## src/rtl/c_constants.sv

```systemverilog
// Shared constants and small helpers used by the router flag blocks.
package c_constants;

  // VC reduction codes.
  localparam int REDUCE_FIRST = 32'sd0;
  localparam int REDUCE_OR    = 32'sd1;
  localparam int REDUCE_AND   = 32'sd2;

  // True when exactly one bit of the (zero-extended) vector is set.
  function automatic logic is_onehot(input logic [63:0] vec);
    return ($countones(vec) == 32'sd1);
  endfunction

endpackage

```

## src/rtl/c_select_1ofn.sv

```systemverilog
// One-of-N selector: ORs together the data slices whose select bit is set.
// With a one-hot select this is a plain mux.
module c_select_1ofn #(
  parameter int num_ports = 2,
  parameter int width     = 1
) (
  input  logic [num_ports-1:0]       select,
  input  logic [num_ports*width-1:0] data_in,
  output logic [width-1:0]           data_out
);

  // AND-OR mux over all candidate slices.
  always_comb begin
    data_out = '0;
    for (int i = 0; i < num_ports; i++) begin
      data_out = data_out | (data_in[i*width +: width] & {width{select[i]}});
    end
  end

endmodule

```

## src/rtl/rtr_flags_reduce.sv

```systemverilog
// Per-bit reduction of the flags of all VCs belonging to one packet class.
// Input layout is VC-major: vc_flags[vc*width + bit].
module rtr_flags_reduce
  import c_constants::*;
#(
  parameter int num_vcs_per_class = 1,
  parameter int width             = 1,
  parameter int reduce_mode       = REDUCE_OR
) (
  input  logic [num_vcs_per_class*width-1:0] vc_flags,
  output logic [width-1:0]                   reduced
);

  if (!((reduce_mode == REDUCE_FIRST) || (reduce_mode == REDUCE_OR) ||
        (reduce_mode == REDUCE_AND))) begin : g_bad_reduce_mode
    $error("rtr_flags_reduce: unsupported reduce_mode %0d", reduce_mode);
  end

  logic [width-1:0] or_s;
  logic [width-1:0] and_s;

  // OR and AND across VCs, then pick the configured result.
  always_comb begin
    or_s  = '0;
    and_s = '1;
    for (int v = 0; v < num_vcs_per_class; v++) begin
      or_s  = or_s  | vc_flags[v*width +: width];
      and_s = and_s & vc_flags[v*width +: width];
    end
    case (reduce_mode)
      REDUCE_FIRST: reduced = vc_flags[width-1:0];
      REDUCE_OR:    reduced = or_s;
      REDUCE_AND:   reduced = and_s;
      default:      reduced = '0;
    endcase
  end

endmodule

```

## src/rtl/rtr_flags_mux_pipe.sv

```systemverilog
// Router per-VC flag store with a two-stage lookup pipeline.
// S1 captures the selected port's flag slice plus the class selects;
// S2 applies class selection and VC reduction. Flag layout is
// port-major, then message class, resource class, VC, bit.
module rtr_flags_mux_pipe
  import c_constants::*;
#(
  parameter int num_message_classes  = 2,
  parameter int num_resource_classes = 2,
  parameter int num_ports            = 5,
  parameter int num_vcs_per_class    = 1,
  parameter int width                = 1,
  parameter int reduce_mode          = REDUCE_OR
) (
  input  logic                            clk,
  input  logic                            reset,
  input  logic [num_ports*num_message_classes*num_resource_classes*num_vcs_per_class*width-1:0] flags_set,
  input  logic [num_ports*num_message_classes*num_resource_classes*num_vcs_per_class*width-1:0] flags_clr,
  input  logic                            req_valid,
  output logic                            req_ready,
  input  logic [num_message_classes-1:0]  req_mc,
  input  logic [num_ports-1:0]            req_op,
  input  logic [num_resource_classes-1:0] req_orc,
  output logic                            resp_valid,
  input  logic                            resp_ready,
  output logic [width-1:0]                resp_flags,
  output logic                            resp_err,
  output logic [num_ports*num_message_classes*num_resource_classes*num_vcs_per_class*width-1:0] flags_q
);

  localparam int rc_slice_w   = num_vcs_per_class * width;
  localparam int mc_slice_w   = num_resource_classes * rc_slice_w;
  localparam int port_slice_w = num_message_classes * mc_slice_w;
  localparam int flags_w      = num_ports * port_slice_w;

  logic [flags_w-1:0]              flags_q_r;
  logic [port_slice_w-1:0]         port_slice_s;
  logic [mc_slice_w-1:0]           mc_slice_s;
  logic [rc_slice_w-1:0]           vc_flags_s;
  logic [width-1:0]                reduced_s;
  logic [width-1:0]                s2_flags_nxt_s;
  logic                            sel_ok_s;

  logic                            s1_valid_r;
  logic [port_slice_w-1:0]         s1_flags_r;
  logic [num_message_classes-1:0]  s1_mc_r;
  logic [num_resource_classes-1:0] s1_orc_r;
  logic                            s1_err_r;

  logic                            s2_valid_r;
  logic [width-1:0]                s2_flags_r;
  logic                            s2_err_r;

  logic                            s2_adv_s;

  // S2 moves when empty or drained; S1 moves whenever S2 does.
  assign s2_adv_s  = !s2_valid_r | resp_ready;
  assign req_ready = !s1_valid_r | s2_adv_s;

  assign sel_ok_s = is_onehot(64'(req_mc)) & is_onehot(64'(req_op)) &
                    is_onehot(64'(req_orc));

  c_select_1ofn #(.num_ports(num_ports), .width(port_slice_w)) u_sel_port (
    .select   (req_op),
    .data_in  (flags_q_r),
    .data_out (port_slice_s)
  );

  c_select_1ofn #(.num_ports(num_message_classes), .width(mc_slice_w)) u_sel_mc (
    .select   (s1_mc_r),
    .data_in  (s1_flags_r),
    .data_out (mc_slice_s)
  );

  c_select_1ofn #(.num_ports(num_resource_classes), .width(rc_slice_w)) u_sel_rc (
    .select   (s1_orc_r),
    .data_in  (mc_slice_s),
    .data_out (vc_flags_s)
  );

  rtr_flags_reduce #(
    .num_vcs_per_class (num_vcs_per_class),
    .width             (width),
    .reduce_mode       (reduce_mode)
  ) u_reduce (
    .vc_flags (vc_flags_s),
    .reduced  (reduced_s)
  );

  // A malformed select forces an all-zero flag result.
  always_comb begin
    if (s1_err_r) begin
      s2_flags_nxt_s = '0;
    end else begin
      s2_flags_nxt_s = reduced_s;
    end
  end

  // Flag state: clear first, then set, so set wins on the same bit.
  always_ff @(posedge clk or negedge reset) begin
    if (!reset) begin
      flags_q_r <= '0;
    end else begin
      flags_q_r <= (flags_q_r & ~flags_clr) | flags_set;
    end
  end

  // Stage 1: capture the port slice (pre-update flags) and class selects.
  always_ff @(posedge clk or negedge reset) begin
    if (!reset) begin
      s1_valid_r <= 1'b0;
      s1_flags_r <= '0;
      s1_mc_r    <= '0;
      s1_orc_r   <= '0;
      s1_err_r   <= 1'b0;
    end else if (req_ready) begin
      s1_valid_r <= req_valid;
      if (req_valid) begin
        s1_flags_r <= port_slice_s;
        s1_mc_r    <= req_mc;
        s1_orc_r   <= req_orc;
        s1_err_r   <= !sel_ok_s;
      end
    end
  end

  // Stage 2: register the reduced result; holds while the consumer stalls.
  always_ff @(posedge clk or negedge reset) begin
    if (!reset) begin
      s2_valid_r <= 1'b0;
      s2_flags_r <= '0;
      s2_err_r   <= 1'b0;
    end else if (s2_adv_s) begin
      s2_valid_r <= s1_valid_r;
      if (s1_valid_r) begin
        s2_flags_r <= s2_flags_nxt_s;
        s2_err_r   <= s1_err_r;
      end
    end
  end

  assign flags_q    = flags_q_r;
  assign resp_valid = s2_valid_r;
  assign resp_flags = s2_flags_r;
  assign resp_err   = s2_err_r;

endmodule

```

## config.mk

```make
export PLATFORM = sky130hd
export DESIGN_NAME = rtr_flags_mux_pipe
export DESIGN_NICKNAME = d
export VERILOG_FILES = /design/src/rtl/c_constants.sv /design/src/rtl/c_select_1ofn.sv /design/src/rtl/rtr_flags_reduce.sv /design/src/rtl/rtr_flags_mux_pipe.sv
export SDC_FILE = /design/constraint.sdc
export NUM_CORES = 1
export LEC_CHECK = 0
export ABC_AREA = 0
export BUFFER_PORTS_ARGS = -buffer_cell sky130_fd_sc_hd__buf_2
export CORE_MARGIN = 8
export CORE_UTILIZATION = 30
export DETAILED_ROUTE_END_ITERATION = 7
export SLEW_MARGIN = 40
export SYNTH_ARGS = -nofsm -noshare
export SYNTH_HDL_FRONTEND = slang
export SYNTH_SLANG_ARGS = --single-unit
```

## constraint.sdc

```tcl
create_clock -name clk -period 3.1 [get_ports clk]
set_clock_uncertainty 0.15 [all_clocks]
set_input_delay 0.93 -clock clk [delete_from_list [all_inputs] [get_ports clk]]
set_output_delay 0.93 -clock clk [all_outputs]
set_load 0.01 [all_outputs]
```

# --- Word-level counts from Yosys, hierarchy flattened ---
# Cells that the tools add are included.
totals:
  regBits: 33
  in_bits: 53
  out_inout_bits: 24
  wordCells: 46
op_classes:
  add_sub_neg: 6
  eq_ne: 3
  mux: 1
  bitwise_logic: 22
  n_reduce_logical: 5
ops:
  columns: ["op", "n"]
  rows:
  - ["$and 20x20->20", 1]
  - ["$and 4x4->4", 5]
  - ["$not 20->20", 1]
  - ["$or 20x20->20", 1]
  - ["$or 4x4->4", 4]
  - ["$add 1x1->2", 4]
  - ["$add 3x1->4", 1]
  - ["$and 1x1->1", 4]
  - ["$and 2x2->2", 2]
  - ["$eq 2x1->1 const B", 2]
  - ["$eq 4x1->1 const B", 1]
  - ["$reduce_and 2->1", 2]
  - ["$add 2x2->3", 1]
  - ["$logic_not 1->1", 3]
  - ["$or 1x1->1", 3]
  - ["$or 2x2->2", 1]
  - ["$mux 1", 1]

# --- Longest topological paths before layout ---
# Gate-level depths: netlist of run 1.
depth:
  ltp_word: 7
  mapped_depth: 7
  depth_no_buf: 7

# --- Hierarchy ---
# Synthesis of run 1 repeated with hierarchy kept, for this count alone.
unflattened:
  cells_unflattened: 121
  hier_area_um2: 1503.9
modules_own_cells:
  columns: ["module", "n_inst", "cells_per_inst", "area_per_inst_um2", "seq_area_each_um2"]
  rows:
  - ["rtr_flags_mux_pipe", 1, 105, 1385.1, 825.8]
  - ["c_select_1ofn (u_sel_port)", 1, 12, 85.1, 0.0]
  - ["c_select_1ofn (u_sel_mc)", 1, 2, 17.5, 0.0]
  - ["c_select_1ofn (u_sel_rc)", 1, 1, 8.8, 0.0]
  - ["rtr_flags_reduce", 1, 1, 7.5, 0.0]

# --- Worst setup path before layout of run 1 ---
# OpenSTA, ideal clock, no wires.
synth_path:
  path_kind: "input to register"
  from: "input port req_op[0]"
  to: "register s1_err_r"
  setup_ns: 0.141
  arrival_time_ns: 2.450
  required_ns: 2.809
  slack_ns: 0.359
  path_stages: 7
  path_buffers: 0
  cell_sequence: "inv_1 -> fa_1 -> fa_1 -> inv_1 -> ha_1 -> nor4_1 -> a41oi_1"
synth_via:
  elab_chain_len: 7
synth_rtl:
  columns: ["element", "line_no", "rtl"]
  rows:
  - ["from (decl)", "rtr_flags_mux_pipe.sv:22", "input logic [num_ports-1:0] req_op,"]
  - ["$add 1x1->2 (not written as such)", "c_constants.sv:11", "return ($countones(vec) == 32'sd1);"]
  - ["$add 2x2->3 (not written as such)", "c_constants.sv:11", null]
  - ["$add 3x1->4 (not written as such)", "c_constants.sv:11", null]
  - ["$eq 4x1->1", "c_constants.sv:11", null]
  - ["$and 1x1->1 (2 in series)", "rtr_flags_mux_pipe.sv:60", "assign sel_ok_s = is_onehot(64'(req_mc)) & is_onehot(64'(req_op)) &"]
  - ["$logic_not 1->1", "rtr_flags_mux_pipe.sv:122", "s1_err_r <= !sel_ok_s;"]
  - ["to (signal assigned)", "rtr_flags_mux_pipe.sv:122", null]
  - ["to (decl)", "rtr_flags_mux_pipe.sv:48", "logic s1_err_r;"]
# Every way passes these cells.
# A chain may end at the register's enable or synchronous reset.

# --- Final worst setup path of run 1 ---
layout_path:
  from: "input port req_op[1]"
  to: "register s1_err_r"
# The elaborated chain is that of the path after synthesis.

==> flow_summary.ini, run 1 <==
[job]
maxCapViolations = 0

[placement]
portBuffers = 76
gp_congestion = 0.716
dp.cells = 251
place_area_um2 = 1900
place_ws_ns = 0.134
hpwl_um = 3080

[synth]
ys_types = 20
ys_ff_latch = 33
synth_cells = 120
yosysWarnings = 0
synth_fp_nets = 176
synth.cell_area_um2 = 1440
synth_area_leaders = dfrtp_1 (57%), a21o_1 (10%), inv_1 (7.0%), mux2_2 (7.0%), a222oi_1 (2.8%)
synth_seq_area_share_pct = 57.2
syn_avg_cell_area_um2 = 12.0
synth_top_area_cell = dfrtp_1
yosysTopAreaCellShare_pct = 57.2

[status]
outcome = finished, final reports clean

[sta]
slew_headroom_pct = 71.8
period_share_pct = 86.3
fin_crit_ns = 2.68
setup_viol = 0
fmax_ghz = 0.374
hold_viol = 0
slew_viol_final = 0
grt_setup_unrepaired = false
worst_pin_slew_ns = 0.423
fin_tns_setup_ns = 0
fin_ws_ns = 0.425

[setup_path]
crit_path_cell_trace = buf_2 > inv_1 > fa_1 > fa_1 > inv_1 > ha_1 > nor4_1 > a41oi_1
cp.arrival_ns = 2.67
crit_path_start_kind = input port
crit_slowest_cell = fa_1
critical_path_class = input port to flip-flop
rrSetupSlack_ns = 1.69
end_kind = flip-flop
cp_max_fo = 5
worstPathRequired_ns = 3.09
reg2reg_to = s1_flags_r[0]
critPathMaxStageDelay_ns = 0.47
crit_end = s1_err_r
critPathLaunch = req_op[1]
r2r_start = flags_q[0]
rr_worst_depth = 3

[layout]
final_cell_area_um2 = 1980
final_common_cell = buf_2
stdcell_count = 257
fillers = 458
area_delta_synth_final_pct = 36.8
layout-drive-gt1-share_pct = 46.3
nets = 260
post-route-util_pct = 42.1
final_cell_mix = buf_2 (75), dfrtp_1 (33), inv_1 (27)
antenna_cells = 0

[clock_network]
hold_buffers = 0
numCtsBuffers = 5
insertion_delay_ns = 0.28
htree_levels = 2
cts_tree = done
cts_setup_buffers = 0
clk_pin_slew_ns = 0.06
ctsRootBufferMaster = clkbuf_8
cts_resized = 0
clock_sinks = 33
cts.path.max_buffers = 2

[global_routing]
grt_max_degree = 34
antenna_found_initial = 0
grt_pass1_wl_um = 6340
grt_overflow_total = 0
grt_use_total_pct = 11.2
grt_pass1_vias = 1343

[floorplan]
core_um2 = 4690
initial_core_util_pct = 30.8
io_pins = 77
die_w_um = 85.4
die_h_um = 85.4
die_area_um2 = 7290
fp-row-count = 25

[drt]
wl_per_cell_um = 14.8
drc = 0
antenna_left = 0
drtIter0Drc = 52
dr.pass1.iters = 4
viasPerCell = 4.61
wirelength_um = 3790
vias = 1184

[min_path]
hold_path.class = flip-flop to flip-flop

[power]
power.density_nw_per_um2 = 483
peakVddDrop_mv = 0.176
p_leak_nw = 1.07
per-layer routing:
layer,wire length (um),share of wire (%),global-route usage [%],up-vias
met5,0,0,0,-
li1,-,-,-,570
met4,82,2.2,5.73,0
met1,1560,41,12.3,567
met3,232,6.1,4.15,8
met2,1920,51,18.3,39
power breakdown:
group / internal [mW] / total [mW] / switching, mW
clock: 0.147 / 0.292 / 0.145
combinational: 0.0884 / 0.164 / 0.0751
sequential: 0.468 / 0.497 / 0.0294
total: 0.704 / 0.953 / 0.250
how the worst min path moves through the flow:
stage,from,end,slack [ns],cells past startpoint
2_1_floorplan,s1_orc_r[1],s1_orc_r[1],0.33,1
4_1_cts,resp_flags,resp_flags,0.34,1
5_1_grt,resp_flags,resp_flags,0.37,1
3_5_place_dp,resp_flags,resp_flags,0.33,1
6_report,resp_flags,resp_flags,0.33,1
3_3_place_gp,resp_flags,resp_flags,0.32,1
synth_stat cells, drive strengths merged:
master,count
xnor2,1
nand2b,3
ha,1
a22o,2
a22oi,5
mux2,9
nand3b,2
o2bb2ai,1
fa,2
nand2,6
xor2,1
a222oi,4
a41oi,1
inv,27
dfrtp,33
nor4,1
a21oi,1
a21o,20
sequential cells by signal (all words and copies together), names as in the netlist:
name and count:
flags_q 20, s1_flags_r 4, s1_mc_r 2, s1_orc_r 2, resp_err 1, resp_flags 1, resp_valid 1, s1_err_r 1
s1_valid_r 1
worst max-delay path, delay by kind of cell:
family	cells	cell delay, ns
adders and majority gates	3	1.06
buffers and inverters	3	0.24
and+or+nand+nor	1	0.28
AOI/OAI and AO/OA	1	0.15
metrics by stage:
step / total power [mW] / hold slack, ns
final: 0.953 / 0.334
after global routing: 1.01 / 0.374
after global placement: 0.670 / 0.322
after detailed placement: 0.672 / 0.328
after CTS: 0.972 / 0.343
after floorplan: 0.581 / 0.330
area by class of cell:
type,count,area [um2],area share (%)
multi-input combinational,60,517,26.2
timing repair buffer,77,390,19.8
tap,54,67.6,3.42
clock buffer,5,68.8,3.48
sequential,33,826,41.8
clock inverter,1,5.00,0.253
inverter,27,101,5.13
cell families after synthesis:
kind of cell | count (synthesis) | synth area share (%)
mux | 9 | 7.02
fa+ha+maj | 3 | 3.64
simple gates | 12 | 5.37
flops | 33 | 57.2
buf+inv | 27 | 7.02
xor+xnor | 2 | 1.21
compound gates | 34 | 18.5
Note: power is estimated with default switching activity, not from simulation.
==> run 2, diff against run 1 <==
CORE_MARGIN = 2   (was 8)
==> run 2 against run 1 <==
Net effect:
- core utilization grew 0.19 points
- via count shrank 1.4%
- combinational power is essentially flat
- clock-buffer cell count grew 1
- sequential power is essentially flat
- global-route usage grew 2.2 points
- clock power grew 4%
- worst setup slack lost 0.013 ns
- register-to-register slack is essentially flat
- die area shrank 26%
- power grew 1.0%
- first-iteration DRC count grew 33%
==> flow_summary.ini, run 2 (same netlist as run 1, synthesis figures left out) <==
[drt]
antenna_left = 0
dr.pass1.iters = 7
wirelength_um = 3420
drtIter0Drc = 69
viasPerCell = 4.51
drc = 0
vias = 1167
wl_per_cell_um = 13.2

[sta]
fin_crit_ns = 2.69
period_share_pct = 86.7
grt_setup_unrepaired = false
fin_ws_ns = 0.412
slew_viol_final = 0
fin_tns_setup_ns = 0
hold_viol = 0
slew_headroom_pct = 72.0
fmax_ghz = 0.372
worst_pin_slew_ns = 0.419
setup_viol = 0

[setup_path]
crit_path_start_kind = input port
critPathMaxStageDelay_ns = 0.47
critical_path_class = input port to flip-flop
crit_slowest_cell = fa_1
cp_max_fo = 5
critical_path_buf_inv_count = 3
worstPathRequired_ns = 3.09
cp.arrival_ns = 2.68
end_kind = flip-flop
cp.depth = 8
rrSetupSlack_ns = 1.69
rr_worst_depth = 3
crit_path_cell_trace = buf_2 > inv_1 > fa_1 > fa_1 > inv_1 > ha_1 > nor4_1 > a41oi_1
cp_top_family = adder cells

[clock_network]
htree_levels = 2
cts_resized = 0
clock_sinks = 33
clk_pin_slew_ns = 0.07
hold_buffers = 0
cts_setup_buffers = 0
cts.path.max_buffers = 2
insertion_delay_ns = 0.28
numCtsBuffers = 5
cts_tree = done
ctsRootBufferMaster = clkbuf_8

[global_routing]
grt_use_total_pct = 13.3
grt_max_degree = 34
grt_pass1_vias = 1153
grt_pass1_wl_um = 5330
grt_overflow_total = 0
antenna_found_initial = 0

[floorplan]
initial_core_util_pct = 30.8
fp-row-count = 25
io_pins = 77
core_um2 = 4690
die_w_um = 73.4
die_h_um = 73.4
die_area_um2 = 5380

[layout]
largest_reg_flops = 20
nets = 260
final_cell_area_um2 = 1980
final_common_cell = buf_2
antenna_cells = 0
final_cell_mix = buf_2 (75), dfrtp_1 (33), inv_1 (27)
fillers = 470
area_delta_synth_final_pct = 37.4
stdcell_count = 259
layout-drive-gt1-share_pct = 46.3

[power]
power.density_nw_per_um2 = 485
p_leak_nw = 1.07
total_power_mw = 0.963
peakVddDrop_mv = 0.230

[placement]
place_area_um2 = 1900
gp_congestion = 0.725
hpwl_um = 2720
dp.cells = 251
place_ws_ns = 0.127
portBuffers = 76

[min_path]
hold_path.class = flip-flop to flip-flop
holdPathStages = 1

[status]
outcome = finished, final reports clean

[job]
maxCapViolations = 0
run 2: metal layers:
metal  track usage [%]  up-vias  routed length (um)
met5                 0        -                   0
met4              5.45        0                  46
met3              3.70        4                 166
met2              21.2       38                1730
met1              17.1      548                1470
li1                  -      577                   -
run 2: worst paths after layout:
kind,start,end
max,req_op[1],s1_err_r
min,resp_err,resp_err
max reg2reg,flags_q[0],s1_flags_r[0]
min reg2reg,resp_err,resp_err
max in group asynchronous,reset,flags_q[19]
min in group asynchronous,reset,s1_valid_r
run 2: through the flow:
step | hold slack, ns | util, %
final | 0.361 | 42.3
after global routing | 0.382 | 42.3
after CTS | 0.361 | 42.2
after detailed placement | 0.344 | 40.5
after global placement | 0.341 | 40.5
after floorplan | 0.330 | -
run 2: power breakdown:
part | total (mW) | internal, mW | switching [mW] | leakage (nW)
Clock | 0.303 | 0.155 | 0.147 | 0.0450
Combinational | 0.162 | 0.0885 | 0.0737 | 0.673
Sequential | 0.498 | 0.468 | 0.0305 | 0.354
run 2: cell type report:
type	count	area, um2	area share [%]
timing repair buffer	77	390	19.7
clock buffer	6	72.6	3.66
clock inverter	2	10.0	0.504
tap	54	67.6	3.40
inverter	27	101	5.11
sequential	33	826	41.6
multi-input combinational	60	517	26.0
==> run 3, diff against run 2 <==
RECOVER_POWER = 100   (was default)
SYNTH_HIERARCHICAL = 1   (was default)
==> run 3 against run 2 <==
Net effect:
- the flow now finishes with violations (capacitance limit, slew limit)
- via count increased by 0.60%
- first-iteration DRC count decreased by 51%
- critical path depth increased by 1
- synthesized cell count increased by 0.83%
- global-route usage decreased by 1.0 points
- clock-buffer cell count unchanged
- critical endpoint unchanged
- highest routed layer unchanged
==> flow_summary.ini, run 3 <==
[drt]
dr.pass1.iters = 4
vias = 1174
wl_per_cell_um = 11.4
drtIter0Drc = 34
antenna_left = 0
wirelength_um = 3110
viasPerCell = 4.30
drc = 0

[setup_path]
crit_end = s1_err_r
cp_top_family = adder cells
rrSetupSlack_ns = 1.59
crit_path_start_kind = input port
critPathMaxStageDelay_ns = 0.45
crit_path_cell_trace = clkbuf_1 > inv_1 > fa_1 > fa_1 > inv_1 > ha_1 > nor3_1 > nand3_1 > mux2_4
end_kind = flip-flop
critical_path_class = input port to flip-flop
reg2reg_to = s1_flags_r[3]
crit_slowest_cell = fa_1
r2r_start = resp_valid
cp.arrival_ns = 2.90
critPathLaunch = req_op[3]
rr_worst_depth = 3
worstPathRequired_ns = 3.12
cp_max_fo = 5
cp.depth = 9
critical_path_buf_inv_count = 3

[clock_network]
ctsRootBufferMaster = clkbuf_8
cts_setup_buffers = 0
hold_buffers = 0
numCtsBuffers = 5
clk_pin_slew_ns = 0.06
htree_levels = 2
cts_resized = 0
cts.path.max_buffers = 2
cts_tree = done
clock_sinks = 33
insertion_delay_ns = 0.28

[floorplan]
die_h_um = 74.8
fp-row-count = 25
die_area_um2 = 5600
core_um2 = 4790
initial_core_util_pct = 31.4
die_w_um = 74.8
io_pins = 77

[synth]
ys_ff_latch = 33
synth_top_area_cell = dfrtp_1
yosysTopAreaCellShare_pct = 54.9
synth_common_cells = dfrtp_1 (33), inv_1 (27), a21o_1 (20), mux2_4 (9), nand2_1 (5)
ys.flop_type = dfrtp_1
synth_most_common_cell = dfrtp_1
async_flop_share_pct = 100
synth_seq_area_share_pct = 54.9
synth_cells = 121
synth_fp_nets = 177
synth_edf_count = 0
syn_avg_cell_area_um2 = 12.4
synth.cell_area_um2 = 1500
yosysWarnings = 6
synth_area_leaders = dfrtp_1 (55%), a21o_1 (10%), mux2_4 (9.0%), inv_1 (6.7%), a222oi_1 (2.7%)
ys_types = 20

[power]
p_sw_share_pct = 25.7
power.density_nw_per_um2 = 482
total_power_mw = 0.950
p_int_mw = 0.706
clkPwrFrac_pct = 31.4
p_leak_nw = 1.02
peakVddDrop_mv = 0.281
seq_power_share_pct = 52.2
power.switching_mw = 0.244
combPwrFrac_pct = 16.5

[sta]
setup_viol = 0
slew_viol_final = 34
fmax_ghz = 0.347
worst_pin_slew_ns = 1.63
fin_tns_setup_ns = 0
grt_setup_unrepaired = false
hold_slack_ns = 0.353
fin_ws_ns = 0.217
slew_headroom_pct = -8.90
hold_viol = 0
fin_crit_ns = 2.88
period_share_pct = 93.0

[status]
violations = capacitance limit, slew limit
outcome = finished with violations

[placement]
gp_congestion = 0.700
hpwl_um = 2530
dp.cells = 265
place_ws_ns = 0.0351
portBuffers = 76

[global_routing]
grt_pass1_wl_um = 5060
grt_overflow_total = 0
grt_use_total_pct = 12.3
grt_max_degree = 34
grt_pass1_vias = 1149
antenna_found_initial = 0

[job]
maxCapViolations = 1

[layout]
final_cell_mix = buf_2 (50), dfrtp_1 (33), inv_1 (27), clkbuf_1 (27), a21o_1 (20)
nets = 261
area_delta_synth_final_pct = 31.0
largest_reg_flops = 20
layout-drive-gt1-share_pct = 30.6
final_common_cell = buf_2
antenna_cells = 0
stdcell_count = 273

[min_path]
hold_path.class = flip-flop to flip-flop
## run 3: area by class of cell
class                      instances  area [um2]
inverter                          27         101
tap                               67        83.8
multi-input combinational         60         514
timing repair buffer              78         363
clock buffer                       6        72.6
fill                             498        2820
sequential                        33         826
clock inverter                     2        10.0
## run 3: how the worst min path moves through the flow
stage / start / to / slack, ns / depth (start not counted)
after floorplan: s1_orc_r[0] / s1_orc_r[0] / 0.33 / 1
after global placement: resp_err / resp_err / 0.34 / 1
after detailed placement: resp_err / resp_err / 0.34 / 1
after CTS: resp_err / resp_err / 0.36 / 1
after global routing: s1_flags_r[0] / s1_flags_r[0] / 0.38 / 1
final: flags_q[9] / flags_q[9] / 0.35 / 1
## run 3: worst register-to-register path, cell delays in order, from the launching register on
cell and delay [ns]:
dfrtp_1 0.37, nand3b_1 0.12, nand2_1 0.37, mux2_1 0.37
## run 3: cells by family (layout without fill, tap and decap cells)
| group | count (synthesis) | after routing | share of synthesized area, % |
|---|---|---|---|
| flip-flops | 33 | 33 | 54.9 |
| AO/OA/AOI/OAI | 31 | 31 | 16.4 |
| buffers and inverters | 28 | 113 | 7.24 |
| AND/OR/NAND/NOR | 13 | 13 | 6.32 |
| multiplexers | 11 | 11 | 10.5 |
| adder cells (fa/ha/maj) | 3 | 3 | 3.49 |
| XOR/XNOR | 2 | 2 | 1.16 |
## run 3: metal layers
metal | routed length, um | global-route usage (%) | part of all wire [%]
met1 | 1330 | 15.3 | 43
met3 | 231 | 3.75 | 7.4
met5 | 0 | 0 | 0
met2 | 1480 | 19.0 | 48
met4 | 70 | 7.14 | 2.3
## run 3: through the flow
stage / util (%) / instance area, um2
2_1_floorplan: - / 1500
3_3_place_gp: 41.3 / 1980
3_5_place_dp: 41.3 / 1980
4_1_cts: 43.0 / 2060
5_1_grt: 41.2 / 1970
6_report: 41.2 / 1970
## run 3: power groups by stage
stage	registers, mW	logic (mW)	clock network (mW)
after floorplan	0.509	0.0929	0
after global placement	0.505	0.178	0
after detailed placement	0.504	0.181	0
after CTS	0.497	0.182	0.314
after global routing	0.501	0.176	0.331
final	0.495	0.156	0.298
